## src/rtl/multicycle_controller.sv

```systemverilog
// multicycle_controller
//   Sequencing FSM for the multicycle RV32I core. It walks each instruction
//   through fetch, decode, execute, memory and write-back. It handshakes with
//   the instruction and data memories and drives the per-cycle write enables
//   and the PC source select. It also keeps the cycle and retired-instruction
//   counters. No other block advances the core state.
//
// Ports
//   CLK, RST           rising-edge clock, synchronous active-high reset
//   START              leave IDLE and begin fetching
//   OPCODE[6:0]        instruction opcode, sampled in DECODE
//   BRANCH_TAKEN       branch compare result, used in EXECUTE
//   IMEM_REQ/READY     instruction memory handshake
//   DMEM_REQ/WE/READY  data memory handshake (WE = store)
//   IR_WE, RF_WE       instruction register / register file write enables
//   PC_WE, PC_SEL[1:0] PC update; 0 = pc+4, 1 = branch/JAL target, 2 = JALR target
//   STATE[2:0]         current state encoding
//   HALTED             in HALT
//   ILLEGAL, FAULT     sticky halt causes: unknown opcode, memory timeout
//   CYCLE_COUNT        active (non-IDLE, non-HALT) cycles
//   INSTRET            retired instructions
//
// State table
//   state   | meaning
//   IDLE    | waiting for START
//   FETCH   | instruction memory request outstanding
//   DECODE  | opcode classified and latched
//   EXECUTE | single ALU/branch cycle
//   MEM     | data memory request outstanding (LOAD/STORE)
//   WRITE   | register file write-back and PC update
//   HALT    | stopped until reset (SYSTEM, illegal opcode or timeout)

module multicycle_controller #(
    parameter int CNT_W       = 32,
    parameter int MEM_TIMEOUT = 16
) (
    input  logic             CLK,
    input  logic             RST,
    input  logic             START,
    input  logic [6:0]       OPCODE,
    input  logic             BRANCH_TAKEN,
    output logic             IMEM_REQ,
    input  logic             IMEM_READY,
    output logic             DMEM_REQ,
    output logic             DMEM_WE,
    input  logic             DMEM_READY,
    output logic             IR_WE,
    output logic             RF_WE,
    output logic             PC_WE,
    output logic [1:0]       PC_SEL,
    output logic [2:0]       STATE,
    output logic             HALTED,
    output logic             ILLEGAL,
    output logic             FAULT,
    output logic [CNT_W-1:0] CYCLE_COUNT,
    output logic [CNT_W-1:0] INSTRET
);

    typedef enum logic [2:0] {
        S_IDLE    = 3'd0,
        S_FETCH   = 3'd1,
        S_DECODE  = 3'd2,
        S_EXECUTE = 3'd3,
        S_MEM     = 3'd4,
        S_WRITE   = 3'd5,
        S_HALT    = 3'd6
    } state_t;

    typedef enum logic [3:0] {
        C_LOAD, C_STORE, C_OP, C_OP_IMM, C_LUI,
        C_AUIPC, C_JAL, C_JALR, C_BRANCH, C_SYSTEM
    } class_t;

    // The wait counter only needs to reach MEM_TIMEOUT-1 before the stay ends.
    localparam int WAIT_W = (MEM_TIMEOUT > 1) ? $clog2(MEM_TIMEOUT) : 1;
    localparam logic [WAIT_W-1:0] WAIT_LAST = WAIT_W'(MEM_TIMEOUT - 1);

    state_t            state, state_next;
    class_t            cls, dec_cls;
    logic              dec_valid;
    logic [WAIT_W-1:0] wait_cnt;
    logic              mem_ready;
    logic              timeout;
    logic              retire;
    logic              set_illegal;
    logic              set_fault;
    logic              illegal_q, fault_q;
    logic [CNT_W-1:0]  cycle_q, instret_q;

    always_comb begin
        dec_valid = 1'b1;
        dec_cls   = C_OP;
        case (OPCODE)
            7'b0000011: dec_cls = C_LOAD;
            7'b0100011: dec_cls = C_STORE;
            7'b0110011: dec_cls = C_OP;
            7'b0010011: dec_cls = C_OP_IMM;
            7'b0110111: dec_cls = C_LUI;
            7'b0010111: dec_cls = C_AUIPC;
            7'b1101111: dec_cls = C_JAL;
            7'b1100111: dec_cls = C_JALR;
            7'b1100011: dec_cls = C_BRANCH;
            7'b1110011: dec_cls = C_SYSTEM;
            default:    dec_valid = 1'b0;
        endcase
    end

    // Ready of whichever memory the current state waits on. The value only matters in FETCH and MEM.
    assign mem_ready = (state == S_FETCH) ? IMEM_READY : DMEM_READY;
    // Last permitted low-ready cycle of a stay. A ready in this cycle still wins.
    assign timeout   = !mem_ready && (wait_cnt == WAIT_LAST);

    always_comb begin
        state_next  = state;
        IR_WE       = 1'b0;
        RF_WE       = 1'b0;
        PC_WE       = 1'b0;
        PC_SEL      = 2'd0;
        retire      = 1'b0;
        set_illegal = 1'b0;
        set_fault   = 1'b0;
        case (state)
            S_IDLE: begin
                if (START) state_next = S_FETCH;
            end
            S_FETCH: begin
                if (IMEM_READY) begin
                    IR_WE      = 1'b1;
                    state_next = S_DECODE;
                end else if (timeout) begin
                    set_fault  = 1'b1;
                    state_next = S_HALT;
                end
            end
            S_DECODE: begin
                if (dec_valid) begin
                    state_next = S_EXECUTE;
                end else begin
                    set_illegal = 1'b1;
                    state_next  = S_HALT;
                end
            end
            S_EXECUTE: begin
                case (cls)
                    C_LOAD, C_STORE: state_next = S_MEM;
                    C_BRANCH: begin
                        PC_WE      = 1'b1;
                        PC_SEL     = BRANCH_TAKEN ? 2'd1 : 2'd0;
                        retire     = 1'b1;
                        state_next = S_FETCH;
                    end
                    C_SYSTEM: begin
                        retire     = 1'b1;
                        state_next = S_HALT;
                    end
                    default: state_next = S_WRITE;
                endcase
            end
            S_MEM: begin
                if (DMEM_READY) begin
                    if (cls == C_STORE) begin
                        PC_WE      = 1'b1;
                        retire     = 1'b1;
                        state_next = S_FETCH;
                    end else begin
                        state_next = S_WRITE;
                    end
                end else if (timeout) begin
                    set_fault  = 1'b1;
                    state_next = S_HALT;
                end
            end
            S_WRITE: begin
                RF_WE      = 1'b1;
                PC_WE      = 1'b1;
                PC_SEL     = (cls == C_JAL) ? 2'd1 : ((cls == C_JALR) ? 2'd2 : 2'd0);
                retire     = 1'b1;
                state_next = S_FETCH;
            end
            S_HALT:  state_next = S_HALT;
            default: state_next = S_IDLE;
        endcase
    end

    always_ff @(posedge CLK) begin
        if (RST) begin
            state     <= S_IDLE;
            cls       <= C_OP;
            wait_cnt  <= '0;
            illegal_q <= 1'b0;
            fault_q   <= 1'b0;
            cycle_q   <= '0;
            instret_q <= '0;
        end else begin
            state <= state_next;
            if (state == S_DECODE) cls <= dec_cls;
            // Any state change starts a fresh stay, so entry to FETCH/MEM sees a zero count.
            if (state_next != state)
                wait_cnt <= '0;
            else if ((state == S_FETCH || state == S_MEM) && !mem_ready)
                wait_cnt <= wait_cnt + WAIT_W'(1);
            if (set_illegal) illegal_q <= 1'b1;
            if (set_fault)   fault_q   <= 1'b1;
            if (state != S_IDLE && state != S_HALT) cycle_q <= cycle_q + CNT_W'(1);
            if (retire) instret_q <= instret_q + CNT_W'(1);
        end
    end

    assign STATE       = state;
    assign HALTED      = (state == S_HALT);
    assign IMEM_REQ    = (state == S_FETCH);
    assign DMEM_REQ    = (state == S_MEM);
    assign DMEM_WE     = (state == S_MEM) && (cls == C_STORE);
    assign ILLEGAL     = illegal_q;
    assign FAULT       = fault_q;
    assign CYCLE_COUNT = cycle_q;
    assign INSTRET     = instret_q;

endmodule
```

## config.mk

```make
export PLATFORM = sky130hd
export DESIGN_NAME = multicycle_controller
export DESIGN_NICKNAME = d
export VERILOG_FILES = /design/src/rtl/multicycle_controller.sv
export SDC_FILE = /design/constraint.sdc
export NUM_CORES = 1
export LEC_CHECK = 0
export CORE_MARGIN = 1
export CORE_UTILIZATION = 44
export CTS_BUF_LIST = sky130_fd_sc_hd__clkbuf_16
export DETAILED_ROUTE_END_ITERATION = 12
export HOLD_SLACK_MARGIN = 0.1
export PLACE_DENSITY = 0.72
export SKIP_LAST_GASP = 1
export SLEW_MARGIN = 20
export SYNTH_ARGS = -nofsm -noshare
export SYNTH_HDL_FRONTEND = slang
export SYNTH_SLANG_ARGS = --single-unit
```

## constraint.sdc

```tcl
create_clock -name CLK -period 5.21 [get_ports CLK]
set_clock_uncertainty 0.2 [all_clocks]
set_input_delay 1.042 -clock CLK [delete_from_list [all_inputs] [get_ports CLK]]
set_output_delay 1.042 -clock CLK [all_outputs]
set_load 0.1 [all_outputs]
```

==> impl_metrics.tcl <==
set metrics [dict create \
    status "completed" \
    regArea_um2 1540 \
    die_w_um 96.3 \
    start_kind "flip-flop" \
    cts-root-buf "clkbuf_16" \
    pwr-share-seq_pct 42.6 \
    path_max_fanout 21 \
    antenna_found_initial 0 \
    end_kind "output port" \
    hold_class "flip-flop to flip-flop" \
    synthTopCellsByCount "dfxtp_1 (77), nor2_1 (72), xor2_1 (33)" \
    grt_pass1_wl_um 15800 \
    num_vias 3592 \
    synth_enable_flop_cells 0 \
    post-route-util_pct 59.7 \
    boundaryPins 91 \
    layout.nets 559 \
    comb_power_share_pct 11.8 \
    p_switching_mw 0.388 \
    cap_viol_max_count 0 \
    synth.yosys.seq_area_share_pct 39.4 \
    yosys.area.top_type "dfxtp_1" \
    initial_core_util_pct 45.1 \
    finalInstanceArea_um2 5180 \
    netlist_instances 460 \
    numCtsBuffers 9 \
    p_leak_nw 1.82 \
    stdcell_count 656 \
    synth_cell_types 56 \
    antenna_cells 0 \
    max_freq_ghz 0.246 \
    yosys_register_bits 77 \
    drt_iter0_markers 136 \
    grt_max_degree 51 \
    cts_tree "yes" \
    fin_ws_ns 1.14 \
    synth_nets 476 \
    post_cts.repair.setup_buffers 0 \
    grt_overflow_total 0 \
    fillCellCount 785 \
    via_per_inst 5.48 \
    synthArstFlopShare_pct 0 \
    h-tree-depth 3 \
    cts_sinks 77 \
    rows 34 \
    post_cts_resized 0 \
    clockBufferDepth 2 \
    p_per_area_nw_per_um2 280 \
    synth_area_leaders "dfxtp_1 (39%), xor2_1 (7.4%), nor2_1 (6.9%)" \
    io_buffers 90 \
    yosys_warnings 0 \
    die_h_um 96.3 \
    rsz0062_at_grt "false" \
    dieArea_um2 9280 \
    postPlaceCellArea_um2 4870 \
    worst-setup-path-type "flip-flop to output port" \
    ant_nets 0 \
    multi_input_area_um2 2240 \
    netlist_area_um2 3920 \
    worstPathArrival_ns 2.83 \
    wirelength_um 9350 \
    worst_pin_slew_ns 1.03 \
    power_switching_share_pct 26.7 \
    crit_start "STATE[0]$_SDFF_PP0_" \
    post-route-min-period_ns 4.07 \
    r2r-start "STATE[0]$_SDFF_PP0_" \
    clk_pin_slew_ns 0.06 \
    grt_usage_pct 21.6 \
    netlist.area_leader.share_pct 39.4 \
    avgSynthCellArea_um2 8.51 \
    maxSlewHeadroom_pct 31.0 \
    worstHoldStart "ILLEGAL$_SDFFE_PP0P_" \
    drc 0 \
    ctsHoldBuffers 0 \
    period_share_pct 78.2 \
    yosysMostFrequentCell "dfxtp_1" \
    grt_pass1_vias 3342 \
    fin_setup_tns_ns 0 \
    place_inst 640 \
    syn_to_final_growth_pct 32.4 \
    dp_slack_ns 1.42 \
    wl_per_cell_um 14.3 \
    clock_latency_ns 0.33 \
    setup_viol 0 \
    cp_data_required_time_ns 3.97 \
    p_clk_share_pct 45.6 \
    gp_congestion 0.837 \
    drtPass1Iterations 4 \
    dpl.hpwl_um 6520 \
    coreArea_um2 8680 \
    intPower_mw 1.06 \
    slew_violations 0 \
    drive_gt1_share_pct 6.39 \
    hold_viol_final 0 \
    irDropWorstVdd_mv 0.200 \
    synthFlopType "dfxtp_1" \
]
layout make-up:
type                    instances  share of cell area [%]
clock buffers                   9                    4.34
clock inverters                 7                    1.76
inverters                      13                   0.941
multi-input cells             350                    43.2
flip-flops and latches         77                    29.7
well taps                     108                    2.61
repair buffers                 92                    17.4
flip-flops by register name, summed over array words and instances, names as in the netlist:
name	flops
CYCLE_COUNT	32
FAULT	1
ILLEGAL	1
INSTRET	32
STATE	3
cls	4
wait_cnt	4
layout by cell type, fill, tap and decap left out, types with 13 or more instances in the layout:
cell / n
clkdlybuf4s50_1: 86
dfxtp_1: 77
nor2_1: 72
xor2_1: 33
nand2_1: 24
a21oi_1: 24
o21ai_0: 22
xnor2_1: 19
inv_1: 15
or3_1: 14
nand4_1: 13
nand3_1: 13
o2111ai_1: 13
worst paths after layout:
path,endpoint,slack [ns],depth (start not counted)
worst max register to register,INSTRET[30]$_SDFFE_PP0P_,2.24,6
worst min register to register,ILLEGAL$_SDFFE_PP0P_,0.25,2
worst min-delay path,ILLEGAL$_SDFFE_PP0P_,0.25,2
worst max-delay path,PC_SEL[1],1.14,4
power by group through the flow:
stage	sequential (mW)	clock, mW	combinational [mW]
5_1_grt	0.620	0.697	0.183
3_3_place_gp	0.629	0	0.170
2_1_floorplan	0.669	0	0.0874
6_report	0.618	0.662	0.171
3_5_place_dp	0.630	0	0.171
4_1_cts	0.617	0.672	0.171
cell families (layout without fill, tap and decap cells):
family                   Yosys count  in the layout  synth area share (%)
buffers and inverters             33            121                  3.45
adder cells (fa/ha/maj)            3              3                 0.959
XOR/XNOR                          53             53                  12.0
multiplexers                       2              2                 0.511
AO/OA/AOI/OAI                     91             91                  15.8
flip-flops                        77             77                  39.4
AND/OR/NAND/NOR                  201            201                  27.8
stage by stage:
step	power, mW	hold WS, ns
floorplan	0.757	0.268
global placement	0.800	0.237
detailed placement	0.801	0.251
CTS	1.46	0.259
global route	1.50	0.277
finish	1.45	0.250
routing by layer:
| metal | part of all wire (%) | wire [um] | GRT usage, % | up-vias |
|---|---|---|---|---|
| met5 | 0 | 0 | 0 | - |
| met4 | 1.6 | 148 | 8.21 | 0 |
| met3 | 4.5 | 417 | 4.66 | 12 |
| met2 | 46 | 4320 | 35.5 | 79 |
| met1 | 48 | 4470 | 27.8 | 1683 |
| li1 | - | - | - | 1818 |
worst max-delay path: stages, from the launching register on:
cell and delay [ns]:
dfxtp_1 0.73, and3b_1 0.31, and4b_1 0.21, and2_1 0.12, clkdlybuf4s50_1 1.12
(Power assumes the default switching activity.)
